--- config.mk ---
export PLATFORM = sky130hd
export DESIGN_NAME = updown_seq_ctrl
export DESIGN_NICKNAME = d
export VERILOG_FILES = /design/src/rtl/updown_seq_ctrl_pkg.sv /design/src/rtl/updown_seq_ctrl_cnt.sv /design/src/rtl/updown_seq_ctrl.sv
export SDC_FILE = /design/constraint.sdc
export NUM_CORES = 1
export LEC_CHECK = 0
export BUFFER_PORTS_ARGS = -buffer_cell sky130_fd_sc_hd__buf_2
export CORE_ASPECT_RATIO = 1.75
export CORE_MARGIN = 2
export CORE_UTILIZATION = 50
export DETAILED_ROUTE_END_ITERATION = 16
export PLACE_DENSITY = 0.75
export SYNTH_ARGS = -nofsm -noshare
export SYNTH_HDL_FRONTEND = slang
export SYNTH_SLANG_ARGS = --single-unit
export TNS_END_PERCENT = 5
--- constraint.sdc ---
create_clock -name clk -period 4.94 [get_ports clk]
set_input_delay 0 -clock clk [delete_from_list [all_inputs] [get_ports clk]]
set_output_delay 0 -clock clk [all_outputs]
set_load 0.02 [all_outputs]
--- src/rtl/updown_seq_ctrl_pkg.sv ---
// Shared encodings for the up/down sequencer: command modes, FSM states
// and the command legality check.
// Imported by updown_seq_ctrl and its counter datapath.
package updown_seq_ctrl_pkg;

  typedef enum logic [1:0] {
    MODE_UP     = 2'b00,
    MODE_DOWN   = 2'b01,
    MODE_BOUNCE = 2'b10,
    MODE_RSVD   = 2'b11
  } mode_t;

  typedef enum logic [2:0] {
    ST_IDLE     = 3'd0,
    ST_LOAD     = 3'd1,
    ST_RUN_UP   = 3'd2,
    ST_RUN_DOWN = 3'd3,
    ST_DONE     = 3'd4,
    ST_ERR      = 3'd5
  } state_t;

  // A command is rejected if it would walk away from its terminal value
  // (or, for bounce, has no room to move). Operands are zero-extended by
  // the caller so one function serves every WIDTH up to 32.
  function automatic logic cmd_is_illegal(input logic [1:0]  mode,
                                          input logic [31:0] start,
                                          input logic [31:0] limit);
    logic bad;
    bad = 1'b0;
    case (mode)
      MODE_UP:     bad = (start > limit);
      MODE_DOWN:   bad = (start < limit);
      MODE_BOUNCE: bad = (start >= limit);
      default:     bad = 1'b1;
    endcase
    return bad;
  endfunction

endpackage

--- src/rtl/updown_seq_ctrl_cnt.sv ---
// Loadable up/down counter datapath: WIDTH-bit register, priority load > inc > dec.
// Ports: clk, rst (async, active-high, clears to 0), load/inc/dec enables,
//        din (load value), q (current count).
module updown_cnt #(
  parameter int WIDTH = 4
) (
  input  logic             clk,
  input  logic             rst,
  input  logic             load,
  input  logic             inc,
  input  logic             dec,
  input  logic [WIDTH-1:0] din,
  output logic [WIDTH-1:0] q
);

  always_ff @(posedge clk or posedge rst) begin
    if (rst) begin
      q <= '0;
    end else if (load) begin
      q <= din;
    end else if (inc) begin
      q <= q + WIDTH'(1);
    end else if (dec) begin
      q <= q - WIDTH'(1);
    end
  end

endmodule

--- src/rtl/updown_seq_ctrl.sv ---
// Command-driven sequencer: accepts one command over valid/ready, loads the
// counter and steps it up, down or bouncing on a prescaled tick.
// Ports: cmd_* handshake in, pause/abort controls, outbit count out,
//        up/down step pulses, busy level, done/err one-cycle pulses.
module updown_seq_ctrl
  import updown_seq_ctrl_pkg::*;
#(
  parameter int WIDTH    = 4,
  parameter int TICK_DIV = 1,
  parameter int REP_W    = 4
) (
  input  logic             clk,
  input  logic             rst,
  input  logic             cmd_valid,
  output logic             cmd_ready,
  input  logic [1:0]       cmd_mode,
  input  logic [WIDTH-1:0] cmd_start,
  input  logic [WIDTH-1:0] cmd_limit,
  input  logic [REP_W-1:0] cmd_reps,
  input  logic             pause,
  input  logic             abort,
  output logic [WIDTH-1:0] outbit,
  output logic             up,
  output logic             down,
  output logic             busy,
  output logic             done,
  output logic             err
);

  localparam int PW = (TICK_DIV > 1) ? $clog2(TICK_DIV) : 1;
  localparam logic [PW-1:0] PRESC_LAST = PW'(TICK_DIV - 1);

  state_t           state, state_nx;
  mode_t            mode_q;
  logic [WIDTH-1:0] start_q;
  logic [WIDTH-1:0] limit_q;
  logic [REP_W-1:0] rep_q;
  logic [PW-1:0]    presc;

  logic             run;
  logic             accept;
  logic             tick;
  logic [WIDTH-1:0] down_target;
  logic             cnt_load, cnt_inc, cnt_dec, rep_dec;

  assign run       = (state == ST_RUN_UP) || (state == ST_RUN_DOWN);
  assign accept    = cmd_valid && (state == ST_IDLE);
  // abort outranks the tick, so an aborted cycle never steps the counter
  assign tick      = run && !pause && !abort && (presc == PRESC_LAST);
  assign cmd_ready = (state == ST_IDLE);
  assign busy      = (state == ST_LOAD) || run;
  // bounce returns to its start value; plain down stops at the limit
  assign down_target = (mode_q == MODE_BOUNCE) ? start_q : limit_q;

  always_comb begin
    state_nx = state;
    cnt_load = 1'b0;
    cnt_inc  = 1'b0;
    cnt_dec  = 1'b0;
    rep_dec  = 1'b0;
    case (state)
      ST_IDLE: begin
        if (accept) begin
          state_nx = cmd_is_illegal(cmd_mode, 32'(cmd_start), 32'(cmd_limit))
                     ? ST_ERR : ST_LOAD;
        end
      end
      ST_LOAD: begin
        if (abort) begin
          state_nx = ST_IDLE;
        end else begin
          cnt_load = 1'b1;
          state_nx = (mode_q == MODE_DOWN) ? ST_RUN_DOWN : ST_RUN_UP;
        end
      end
      ST_RUN_UP: begin
        if (abort) begin
          state_nx = ST_IDLE;
        end else if (tick) begin
          // the terminal value is held for one full tick before turning
          if (outbit != limit_q) cnt_inc = 1'b1;
          else if (mode_q == MODE_BOUNCE) state_nx = ST_RUN_DOWN;
          else state_nx = ST_DONE;
        end
      end
      ST_RUN_DOWN: begin
        if (abort) begin
          state_nx = ST_IDLE;
        end else if (tick) begin
          if (outbit != down_target) begin
            cnt_dec = 1'b1;
          end else if (mode_q == MODE_BOUNCE) begin
            rep_dec  = 1'b1;
            state_nx = (rep_q <= REP_W'(1)) ? ST_DONE : ST_RUN_UP;
          end else begin
            state_nx = ST_DONE;
          end
        end
      end
      ST_DONE: state_nx = ST_IDLE;
      ST_ERR:  state_nx = ST_IDLE;
      default: state_nx = ST_IDLE;
    endcase
  end

  always_ff @(posedge clk or posedge rst) begin
    if (rst) begin
      state   <= ST_IDLE;
      mode_q  <= MODE_UP;
      start_q <= '0;
      limit_q <= '0;
      rep_q   <= '0;
      presc   <= '0;
      up      <= 1'b0;
      down    <= 1'b0;
      done    <= 1'b0;
      err     <= 1'b0;
    end else begin
      state <= state_nx;
      if (accept) begin
        mode_q  <= mode_t'(cmd_mode);
        start_q <= cmd_start;
        limit_q <= cmd_limit;
        // zero repetitions still means one round trip
        rep_q   <= (cmd_reps == '0) ? REP_W'(1) : cmd_reps;
      end else if (rep_dec) begin
        rep_q <= rep_q - REP_W'(1);
      end
      if (state == ST_LOAD) begin
        presc <= '0;
      end else if (run && !pause && !abort) begin
        presc <= (presc == PRESC_LAST) ? '0 : presc + PW'(1);
      end
      // pulses line up with the cycle the new count is visible
      up   <= cnt_inc;
      down <= cnt_dec;
      done <= (state_nx == ST_DONE);
      err  <= (state_nx == ST_ERR);
    end
  end

  updown_cnt #(.WIDTH(WIDTH)) u_cnt (
    .clk  (clk),
    .rst  (rst),
    .load (cnt_load),
    .inc  (cnt_inc),
    .dec  (cnt_dec),
    .din  (start_q),
    .q    (outbit)
  );

endmodule

* Word-level counts from Yosys, hierarchy flattened
Cells that the tools add are included.
** Storage, ports and cells
- Flip-flop bits (word level) :: 26
- Output and inout bits :: 10
- Input bits :: 19
- Word-level logic and storage cells :: 87
** Cells by class
- Reduce and logical (&&, ||, !) cells :: 14
- Multiplexer cells :: 42
- Add/subtract/negate cells :: 4
- Order comparisons :: 4
- Eq/ne operators :: 11
- Bitwise operators :: 1
** Operators by type and width (count)
- 3-bit 2-to-1 mux :: 11
- 4-bit 2-to-1 mux :: 7
- 1-bit 2-to-1 mux :: 21
- 3-bit case mux with 4 select lines :: 1
- 4-bit != test :: 2
- 4-bit by 1-bit subtractor with 4-bit output (second input constant) :: 2
- 3-bit by 2-bit == test with 1-bit output (second input constant) :: 2
- 3-bit == test (second input constant) :: 2
- 4-bit by 1-bit adder with 4-bit output (second input constant) :: 1
- 2-bit by 1-bit == test with 1-bit output (second input constant) :: 2
- 2-bit == test (second input constant) :: 2
- 4-bit >= comparator :: 1
- 4-bit > comparator :: 1
- 4-bit by 1-bit <= comparator with 1-bit output (second input constant) :: 1
- 1-bit logical AND :: 4
- 4-bit zero test :: 1
- 4-bit less-than comparator :: 1
- 2-bit nonzero test :: 2
- 3-bit by 1-bit == test with 1-bit output (second input constant) :: 1
- 3-bit zero test :: 1
- 1-bit case mux with 3 select lines :: 1
- 3-bit nonzero test :: 1
- 1-bit zero test :: 2
- 2-bit zero test :: 1
- 4 further kinds :: 5

* Depth between registers and ports, before layout
- Word-level depth :: 11
- Mapped depth :: 9
- Gate-level depth less buffers :: 9

* Cells and area by module
A second synthesis with hierarchy kept.
** Unflattened totals
- Cell total of the unflattened synthesis :: 162
- Area total of the unflattened synthesis :: 1607.8 um^2
** By module, submodules not included
- updown_seq_ctrl :: area an instance 1288.7 um^2, times used 1, seq. area each 525.5 um^2, cells an instance 129
- updown_cnt :: area an instance 319.1 um^2, times used 1, seq. area each 100.1 um^2, cells an instance 33

* Least setup slack after synthesis
OpenSTA, ideal clock, no wires.
- Path kind :: reg2reg
- From :: reg u_cnt.q[0]
- To :: reg u_cnt.q[3]
- Setup time :: 0.069 ns
- Buffers on the path :: 0
- Arrival time :: 2.480 ns
- Path slack :: 2.392 ns
- Cell stages (with the launch flop) :: 10
- Data required time :: 4.871 ns
- Clock period less this slack :: 2.548 ns
- Cells stage by stage :: dfrtp_1 or2b_1 o2111ai_1 o21ai_1 ha_1 a21o_1 a21oi_1 nand2_1 or4_1 nand3_1
** Between the ends
- Longest elaborated chain between the ends :: 7
- Elaborated cells on any way between the ends :: 16
- Those cells by class :: add/sub: 2; eq/ne: 2; mux: 11; reduce/logical: 1
** Ends and longest elaborated chain
- from (decl) :: RTL line updown_seq_ctrl_cnt.sv:13 : output logic [WIDTH-1:0] q
- from (signal assigned) :: RTL line updown_seq_ctrl_cnt.sv:20 : q <= din;
- from (signal assigned) :: RTL line updown_seq_ctrl_cnt.sv:22 : q <= q + WIDTH'(1);
- from (signal assigned) :: RTL line updown_seq_ctrl_cnt.sv:24 : q <= q - WIDTH'(1);
- 4-bit != test :: RTL line updown_seq_ctrl.sv:81 : if (outbit != limit_q) cnt_inc = 1'b1;
- 1-bit 2-to-1 mux :: RTL line updown_seq_ctrl.sv:81
- 1-bit 2-to-1 mux :: RTL line updown_seq_ctrl.sv:79 : end else if (tick) begin
- 1-bit 2-to-1 mux :: RTL line updown_seq_ctrl.sv:77 : if (abort) begin
- 1-bit 2-to-1 mux :: RTL line updown_seq_ctrl.sv:61 : case (state)
- 4-bit 2-to-1 mux :: RTL line updown_seq_ctrl_cnt.sv:21 : end else if (inc) begin
- 4-bit 2-to-1 mux :: RTL line updown_seq_ctrl_cnt.sv:19 : end else if (load) begin
Several ways; a longest one is shown, not always the timed one. The select of a mux whose other input is x is not followed.
A chain may end at the register's enable or synchronous reset.

* Worst setup path after layout
Same ends and word-level chain as after synthesis.

==> impl_metrics.py <==
metrics = {
    "yosys": {
        "synth-edff-count": 0,
        "synth.most_common_cell": "nand2_1",
        "syn-cell-area_um2": 1610,
        "syn_area_per_cell_um2": 8.51,
        "synth_ff_type": "dfrtp_1",
        "yosysTopAreaCellShare": 0.389,
        "synthDistinctLibCells": 45,
        "netlist.top_cell.by_area": "dfrtp_1",
        "async_reset_ff_frac": 1.00,
        "synthCells": 189,
        "synthTopCellsByCount": "nand2_1 (29), dfrtp_1 (25), inv_1 (17)",
        "ys_warn_count": 0,
        "syn_nets": 217,
        "synth-seq-cells": 25,
        "yosysSeqAreaShare": 0.389,
        "synthTopCellsByArea": "dfrtp_1 (39%), nand2_1 (6.8%), ha_1 (6.2%)",
    },
    "final_layout": {
        "fin_util": 0.624,
        "diodes": 0,
        "finalNetCount": 256,
        "layout-drive-gt1-share": 0.159,
        "layout.cells.non_filler": 270,
        "syn_to_final_growth_pct": 20.5,
    },
    "sta": {
        "fin_crit_ns": 2.77,
        "slew_headroom": 0.376,
        "post-route-period-util": 0.561,
        "hold_viol": 0,
        "maxSlewViolCount": 0,
        "finalClockSkew_ns": 0.00566,
        "setup-violations-final": 0,
        "hold_slack_ns": 0.00910,
        "clock.fmax_mhz": 361,
        "worst_pin_slew_ns": 0.934,
        "setup_slack_ns": 2.17,
        "grt_setup_unrepaired": "no",
        "setup_tns_ns": 0,
    },
    "min_path": {
        "min_path_cells": 3,
        "hold_class": "in -> reg",
        "min-delay-start": "cmd_limit[3]",
        "worstHoldEndpoint": "limit_q[3]",
    },
    "cts": {
        "cts.sinks": 25,
        "cts_max_path_buffers": 2,
        "cts_made_buffers": 3,
        "clk_pin_slew_ns": 0.09,
        "insertion_delay_ns": 0.27,
        "h-tree-depth": 1,
        "clock-root-buffer": "clkbuf_8",
        "post_cts_buffers": 0,
        "cts_tree": "done",
    },
    "global_routing": {
        "grt_overflow": 0,
        "grt_pass1_vias": 1472,
        "grt_use_total": 0.232,
        "grt_pass1_wl_mm": 6.46,
        "antenna_found_initial": 0,
        "grt_max_degree": 26,
    },
    "power_and_ir_drop": {
        "power_leakage_nw": 0.913,
        "vdd_drop_max_v": 0.000371,
        "power_density_nw_per_um2": 537,
    },
    "drt": {
        "drc": 0,
        "drt_iter0_drc": 22,
        "antenna_left": 0,
        "wl_mm": 3.73,
        "vias_per_cell": 5.46,
        "dr.pass1.iters": 4,
        "vias": 1474,
        "wl_per_cell_um": 13.8,
    },
    "floorplan": {
        "ioPinCount": 29,
        "core_area_um2": 3110,
        "rows": 27,
        "initial_utilization": 0.518,
        "fp.dieW_um": 46.9,
        "die_y_um": 79.0,
        "dieArea_um2": 3710,
    },
    "worst_setup_path": {
        "r2r-start": "u_cnt.q[0]",
        "r2r_slack_ns": 2.17,
        "ff2ff_path_depth": 9,
        "cpLargestDelayFamily": "compound AO/OA/AOI/OAI gates",
        "worstSetupEndpointType": "flip-flop",
        "path_max_fanout": 9,
        "slowest_delay_ns": 0.54,
        "worst_path_max_delay_cell": "o21ai_1",
        "cp.arrival_ns": 2.98,
        "required_ns": 5.15,
        "path_cells": "or2b_1, o2111ai_1, o21ai_1, ha_1, a21o_1, a21oi_1, nand2_1, or4_1, nand3_1",
        "startpoint_type": "flip-flop",
        "worstSetupPathType": "reg -> reg",
        "r2r-end": "u_cnt.q[3]",
        "path_buf_inv": 0,
    },
    "job": {
        "drv_cap": 0,
    },
    "place": {
        "place_inst": 255,
        "dp_hpwl_mm": 2.74,
        "pre_cts_slack_ns": 2.19,
        "gp_congestion": 0.820,
        "port_buffers": 28,
    },
    "outcome": {
        "status": "finished, final reports clean",
    },
}
[cell usage in the layout (no fill, tap or decap), drive strengths merged, types with 8 or more instances in the layout]
cell,count
inv,17
o21ai,17
nor2,15
dfrtp,25
dlygate4sd3,11
buf,29
nand2,29
ha,8
nand2b,8
a21oi,8
[metal layers]
layer,vias up,routed length (um),track usage
met5,-,0,0
met2,35,2010,0.401
li1,738,-,-
met4,0,104,0.0972
met3,12,106,0.0273
met1,689,1510,0.274
[worst register-to-register path: cells and delay by family, from the launching register on]
family / cells / cell delay, ns
AND/OR/NAND/NOR: 4 / 0.81
AO/OA/AOI/OAI: 4 / 1.07
flip-flops: 1 / 0.48
adder cells (fa/ha/maj): 1 / 0.35
[area by class of cell]
class / count / area (um2)
fill: 274 / 1170
multi-input combinational: 141 / 892
sequential: 25 / 626
timing repair buffer: 40 / 258
inverter: 17 / 63.8
tap: 43 / 53.8
clock buffer: 4 / 45.0
[cell families after synthesis]
group	synth area share
buffers and inverters	0.0568
DFF	0.389
muxes	0.0194
adders and majority gates	0.0747
xor gates and xnor gates	0.0218
AOI/OAI and AO/OA	0.196
and+or+nand+nor	0.243
[repair_timing]
item,CTS,global route
gates resized for setup,0,0
endpoints found under the setup margin,0,0
endpoints found under the hold margin,35,0
hold buffers,11,0
[power breakdown]
group          internal, mW  switching [mW]  total, mW
Clock                0.0576          0.0625      0.120
Sequential            0.288           0.105      0.393
Combinational         0.220           0.308      0.528
Total                 0.565           0.476       1.04
[stage by stage]
step                      cell area [um2]  power [mW]
final                                1940        1.04
after detailed placement             1780       0.915
after CTS                            1940        1.04
after global placement               1780       0.903
after floorplan                      1610       0.776
after global routing                 1940        1.14
[worst max-delay path by stage]
stage | slack [ns] | cells after the start | to | start
detailed placement | 2.19 | 9 | u_cnt.q[3] | state[1]
global route | 1.94 | 9 | u_cnt.q[3] | u_cnt.q[0]
finish | 2.17 | 9 | u_cnt.q[3] | u_cnt.q[0]
floorplan | 2.39 | 9 | u_cnt.q[3] | u_cnt.q[0]
global placement | 2.28 | 9 | u_cnt.q[3] | state[2]
CTS | 2.17 | 9 | u_cnt.q[3] | u_cnt.q[0]
[state kept, by name, summed over array words and instances (netlist names)]
register and flops:
limit_q 4, rep_q 4, start_q 4, u_cnt.q 4
state 3, mode_q 2, done 1, down 1
err 1, up 1
No activity file was read; power rests on OpenSTA's default activity.
